**src/rtl/fetch_unit.sv**
```systemverilog
// fetch_unit: instruction fetch stage feeding the decoder.
// Owns the PC and issues one fetch at a time to instruction memory. It then
// holds the returned instruction until the decoder acknowledges it, and
// resolves the next PC as sequential, B, BR or HLT.
//
// Ports:
//   clk, rst                    clock, synchronous active-high reset
//   imem_req/imem_addr          single-cycle fetch request and its byte address
//   imem_valid/imem_data        memory response strobe and instruction word
//   instruction/instr_valid     held instruction and its valid flag
//   pc_out/pc_plus2             address of held instruction and that address + 2
//   instr_ack                   decoder consumes the held instruction
//   br_en/br_cond/br_offset     conditional PC-relative branch (B)
//   br_reg_en/br_reg_target     register branch (BR)
//   halt_in                     HLT instruction acknowledged
//   flag_z/flag_v/flag_n        condition flags
//   halted                      fetching has stopped until reset
module fetch_unit #(
  parameter logic [15:0] RESET_PC = 16'h0000
) (
  input  logic        clk,
  input  logic        rst,
  output logic        imem_req,
  output logic [15:0] imem_addr,
  input  logic        imem_valid,
  input  logic [15:0] imem_data,
  output logic [15:0] instruction,
  output logic        instr_valid,
  output logic [15:0] pc_out,
  output logic [15:0] pc_plus2,
  input  logic        instr_ack,
  input  logic        br_en,
  input  logic [2:0]  br_cond,
  input  logic [8:0]  br_offset,
  input  logic        br_reg_en,
  input  logic [15:0] br_reg_target,
  input  logic        halt_in,
  input  logic        flag_z,
  input  logic        flag_v,
  input  logic        flag_n,
  output logic        halted
);

  typedef enum logic [1:0] {
    S_FETCH,
    S_WAIT,
    S_HOLD,
    S_HALTED
  } state_e;

  state_e      state_q;
  logic [15:0] pc_q, pc_d;
  logic [15:0] instr_q, pc_out_q, pc_plus2_q;
  logic        instr_valid_q, halted_q;
  logic        cond_met;
  logic [15:0] br_target;

  always_comb begin
    cond_met = 1'b0;
    case (br_cond)
      3'b000:  cond_met = ~flag_z;
      3'b001:  cond_met = flag_z;
      3'b010:  cond_met = ~flag_z & ~flag_n;
      3'b011:  cond_met = flag_n;
      3'b100:  cond_met = flag_z | (~flag_z & ~flag_n);
      3'b101:  cond_met = flag_n | flag_z;
      3'b110:  cond_met = flag_v;
      default: cond_met = 1'b1;
    endcase
  end

  // Word offset sign-extended and scaled to bytes in one concatenation.
  assign br_target = pc_plus2_q + {{6{br_offset[8]}}, br_offset, 1'b0};

  always_comb begin
    pc_d = pc_plus2_q;
    if (halt_in)                  pc_d = pc_q;
    else if (br_reg_en)           pc_d = br_reg_target;
    else if (br_en && cond_met)   pc_d = br_target;
  end

  always_ff @(posedge clk) begin
    if (rst) begin
      state_q       <= S_FETCH;
      pc_q          <= RESET_PC;
      instr_q       <= '0;
      instr_valid_q <= 1'b0;
      halted_q      <= 1'b0;
      pc_out_q      <= RESET_PC;
      pc_plus2_q    <= RESET_PC + 16'd2;
    end else begin
      case (state_q)
        S_FETCH: state_q <= S_WAIT;
        S_WAIT: begin
          if (imem_valid) begin
            instr_q       <= imem_data;
            pc_out_q      <= pc_q;
            pc_plus2_q    <= pc_q + 16'd2;
            instr_valid_q <= 1'b1;
            state_q       <= S_HOLD;
          end
        end
        S_HOLD: begin
          if (instr_ack) begin
            instr_valid_q <= 1'b0;
            pc_q          <= pc_d;
            if (halt_in) begin
              halted_q <= 1'b1;
              state_q  <= S_HALTED;
            end else begin
              state_q  <= S_FETCH;
            end
          end
        end
        default: state_q <= S_HALTED;
      endcase
    end
  end

  // Request is decoded from state; gating with rst keeps it low while reset is held.
  assign imem_req    = (state_q == S_FETCH) & ~rst;
  assign imem_addr   = pc_q;
  assign instruction = instr_q;
  assign instr_valid = instr_valid_q;
  assign pc_out      = pc_out_q;
  assign pc_plus2    = pc_plus2_q;
  assign halted      = halted_q;

endmodule

```
**config.mk**
```make
export PLATFORM = sky130hd
export DESIGN_NAME = fetch_unit
export DESIGN_NICKNAME = d
export VERILOG_FILES = /design/src/rtl/fetch_unit.sv
export SDC_FILE = /design/constraint.sdc
export NUM_CORES = 1
export LEC_CHECK = 0
export CAP_MARGIN = 20
export CORE_MARGIN = 8
export CORE_UTILIZATION = 24
export CTS_CLUSTER_DIAMETER = 200
export CTS_CLUSTER_SIZE = 10
export DETAILED_ROUTE_END_ITERATION = 10
export DONT_BUFFER_PORTS = 1
export PLACE_DENSITY = 0.47
export SLEW_MARGIN = 20
export SYNTH_ARGS = -nofsm -noshare
export SYNTH_HDL_FRONTEND = slang
export SYNTH_SLANG_ARGS = --single-unit
```
**constraint.sdc**
```tcl
create_clock -name clk -period 4.4 [get_ports clk]
set_clock_uncertainty 0.05 [all_clocks]
set_input_delay 0.22 -clock clk [delete_from_list [all_inputs] [get_ports clk]]
set_output_delay 0.22 -clock clk [all_outputs]
set_load 0.02 [all_outputs]
```
# After elaboration in Yosys (flattened, before gate mapping)
# Index checks and enable logic that the tools add are counted.
# op_classes
n_addsub,2
eq_ne,10
mux,10
bitwise,8
n_reduce_logical,9
# ops
op,count
2-to-1 mux 16 bit,2
adder 16 bit,1
adder 16 x 2 -> 16 bit (second input constant),1
equality test 3 bit (second input constant),3
AND reduction 3 bit,3
case mux 1 bit (7 select lines),1
equality test 3 x 2 -> 1 bit (second input constant),2
2-to-1 mux 2 bit,3
case mux 2 bit (3 select lines),1
!= test 2 bit (second input constant),2
inverter 1 bit,4
AND reduction 2 bit,2
equality test 3 x 1 -> 1 bit (second input constant),1
zero test 3 bit,1
AND 1 bit,2
equality test 2 x 1 -> 1 bit (second input constant),1
equality test 2 bit (second input constant),1
zero test 2 bit,1
2-to-1 mux 1 bit,2
OR 1 bit,2
case mux 1 bit (2 select lines),1
nonzero test 2 bit,1
logical AND 1 bit,1
# word_totals
ff_bits,68
input_bits,54
out_inout_bits,67
elab_cells,46

# Logic depth before layout (Yosys ltp)
# logic_depth
ltp_word,7
mapped_depth,10
mapped_depth_nobuf,10

# Worst setup path before layout
# No wires, ideal clock.
# synth_timing
path_type,flip-flop to flip-flop
from,reg pc_plus2_q[1] (netlist: pc_plus2[1])
to,reg pc_q[15] (netlist: imem_addr[15])
setup_time_ns,0.074
arrival_ns,2.561
required_ns,4.276
path_slack_ns,1.715
stages_incl_launch_ff,11
path_buffers,0
period_less_slack_ns,2.685
path_cell_list,dfxtp_1 ha_1 inv_1 fa_1 and2b_1 o211ai_2 a2111o_1 a21oi_2 nor3_1 or4_1 a31oi_1
# synth_via
elab_chain_cells,3
# synth_rtl
element,line_no,text
"start, declared",53,"logic [15:0] instr_q, pc_out_q, pc_plus2_q;"
"start signal, assigned",90,pc_plus2_q <= RESET_PC + 16'd2;
"start signal, assigned",98,pc_plus2_q <= pc_q + 16'd2;
adder 16 bit,73,"assign br_target = pc_plus2_q + {{6{br_offset[8]}}, br_offset, 1'b0};"
2-to-1 mux 16 bit,79,else if (br_en && cond_met) pc_d = br_target;
2-to-1 mux 16 bit,78,else if (br_reg_en) pc_d = br_reg_target;
"end signal, assigned",106,pc_q <= pc_d;
"end, declared",52,"logic [15:0] pc_q, pc_d;"
# Every way passes these cells.
# A chain may end at the register's enable or synchronous reset.

# Worst setup path after layout
# Ends and elaborated chain as after synthesis.

==> reports/metrics.yaml <==
pwr:
  comb_power_share: 0.123
  seq_power_share: 0.429
  p_clk_frac: 0.447
  power.internal_mw: 1.16
  vdd_drop_max_mv: 0.210
  netSwitchingFraction: 0.270
  power_density_nw_per_um2: 378
  p_switching_mw: 0.428
  power.leakage_nw: 1.47
floorplanning:
  die_area_um2: 19000
  num_io_pins: 121
  start_util: 0.246
  dieWidth_um: 138
  die_h_um: 138
  core-area_um2: 14500
  std_cell_rows: 44
critical_path:
  crit_required_ns: 4.61
  crit_slowest_cell: "dfxtp_1"
  critical_path.endpoint: "imem_addr[15]"
  r2r_end: "imem_addr[15]"
  critical_path_peak_fanout: 4
  cp-start-kind: "flop"
  r2r_cells: 10
  worstSetupPathType: "reg -> reg"
  end_kind: "flop"
  critPathLaunch: "pc_plus2[1]"
  cp_cell_sequence: "ha_1 > inv_1 > fa_1 > and2b_1 > o211ai_2 > a2111o_1 > a21oi_2 > nor3_1 > or4_1 > a31oi_1"
  worstPathArrival_ns: 3.13
  r2r-start: "pc_plus2[1]"
  max_stage_delay_ns: 0.51
  r2r_setup_slack_ns: 1.48
synth:
  synth.avg_cell_area_um2: 7.67
  syn_nets: 535
  synth-seq-area-share: 0.376
  synthTopCellsByCount: "nand2_1, dfxtp_1, a21oi_1"
  synth_top_area_frac: 0.376
  synthesis.area_um2: 3570
  synthArstFlopShare: 0
  syn_inst: 465
  ys.flop_type: "dfxtp_1"
  yosys_warnings: 0
  yosys.area.top_type: "dfxtp_1"
  synthTopCellsByArea: "dfxtp_1, nand2_1, a21oi_1"
  synth_cell_types: 52
  synth_seq_cells: 67
  synth_edf_count: 0
  synth.most_common_cell: "nand2_1"
global_route:
  grt_pass1_wl_um: 18200
  first_global_vias: 3192
  grt_util_all_layers: 0.124
  grt_max_degree: 66
  overflow: 0
  antenna_found_initial: 1
flow_run:
  cap_violations: 0
sta:
  setup_violations: 0
  period_minus_slack_ns: 2.92
  maxSlewHeadroom: 0.369
  finalMaxSlewViolations: 0
  worstMarginPinSlew_ns: 0.944
  fin_crit_sh: 0.664
  rsz0062_at_grt: "false"
  fin_tns_setup_ns: 0
  hold_viol_final: 0
  max_freq_mhz: 342
layout:
  area_delta_synth_final_pct: 17.8
  post-route-cell-area_um2: 4200
  fin_nets: 538
  antenna_cells: 0
  layout-drive-gt1-share: 0.0550
drt:
  wl_um: 11800
  first_pass_iters: 4
  ant_nets: 0
  num_vias: 3290
  remaining_drc_errors: 0
  wire_per_inst_um: 17.9
  vias_per_cell: 5.01
  drt_iter0_drc: 176
cts:
  htree_levels: 3
  cts_buffers: 9
  cts_tree: "yes"
  cts.sinks: 67
  cts.clk_slew.worst_paths_ns: 0.06
  insertion_delay_ns: 0.33
  cts-resized-gates: 0
  clock_path_buffers: 2
  cts_root_buffer: "clkbuf_16"
run_status:
  status: "complete, no violations"
placement:
  placed_area_um2: 3700
  portBuffers: 0
  dp_hpwl_um: 8570
  place_congestion: 0.825
worst_hold_path:
  hold_path.class: "in -> reg"
[per-layer routing]
layer | share of wire | GRT usage | vias up
met5 | 0 | 0 | -
met3 | 0.10 | 0.0565 | 11
li1 | - | - | 1646
met2 | 0.50 | 0.210 | 104
met4 | 0.0081 | 0.0263 | 0
met1 | 0.39 | 0.141 | 1529
[flip-flops by register name, indices dropped and copies added, names as in the netlist]
name	count
halted	1
instr_valid	1
instruction	16
imem_addr	16
pc_plus2	15
pc_out	16
state_q	2
[worst max-delay path: cells and delay by family (launching register included)]
kind / cells / cell delay, ns
buffers and inverters: 1 / 0.05
adder cells (fa/ha/maj): 2 / 0.63
AND/OR/NAND/NOR: 3 / 0.71
flip-flops: 1 / 0.51
AO/OA/AOI/OAI: 4 / 0.91
[cell type report]
class,instances,area (um^2)
clock inverter,5,52.6
clock buffer,11,243
fill,1605,10300
tap,184,230
timing repair buffer,20,215
multi-input combinational,359,2080
inverter,11,41.3
sequential,67,1340
[power by group through the flow]
stage	Clock, mW	Sequential (mW)	Combinational (mW)
floorplan	0	0.683	0.154
global placement	0	0.697	0.168
detailed placement	0	0.698	0.171
CTS	0.745	0.684	0.198
global route	0.763	0.687	0.222
finish	0.711	0.683	0.196
[through the flow]
| step | cells | total power, mW | hold WS (ns) | util | worst slack (ns) |
|---|---|---|---|---|---|
| 2_1_floorplan | 465 | 0.837 | 0.306 | - | 1.71 |
| 3_3_place_gp | 622 | 0.865 | 0.259 | 0.255 | 1.50 |
| 3_5_place_dp | 622 | 0.868 | 0.258 | 0.255 | 1.50 |
| 4_1_cts | 657 | 1.63 | 0.00862 | 0.289 | 1.47 |
| 5_1_grt | 657 | 1.67 | 0.0149 | 0.289 | 1.29 |
| 6_report | 657 | 1.59 | 0.0212 | 0.289 | 1.48 |
[cells in the final DEF (no fill, tap or decap), drive strengths merged, types with 3 or more instances in the layout]
cell type    Yosys  layout
xor2            11      11
a311oi           5       5
nand2          101     101
dlygate4sd3      0      18
nor2            39      39
nand3           10      10
nand2b           3       3
mux2i            4       4
nor3             7       7
nand4            4       4
ha              15      15
clkbuf          24      11
a211oi          19      19
a21o             6       6
clkinv           0       3
xnor2            7       7
a21oi           57      57
or3              8       8
a31oi            4       4
o21ai           21      21
dfxtp           67      67
o21a             3       3
o211ai           8       8
inv             11      11
[cells by family (layout without fill, tap and decap cells)]
group	after synthesis	after routing	share of synthesized area
buffers and inverters	39	47	0.0435
XOR/XNOR	18	18	0.0442
flip-flops	67	67	0.376
multiplexers	5	5	0.0144
AO/OA/AOI/OAI	137	137	0.244
AND/OR/NAND/NOR	183	183	0.219
adder cells (fa/ha/maj)	16	16	0.0582
[worst min-delay path by stage]
stage                  from             end  slack [ns]  cells after the start
6_report            halt_in          halted        0.02                      2
5_1_grt                 rst    imem_addr[8]        0.01                      2
4_1_cts             halt_in          halted       0.009                      2
3_5_place_dp            rst   imem_addr[11]        0.26                      1
3_3_place_gp            rst   imem_addr[11]        0.26                      1
2_1_floorplan  imem_data[0]  instruction[0]        0.31                      2
[what timing repair did]
action	4_1_cts	5_1_grt
endpoints found under the hold margin	65	0
hold buffers	19	0
setup buffers	0	0
Note: power is estimated with default switching activity, not from simulation.
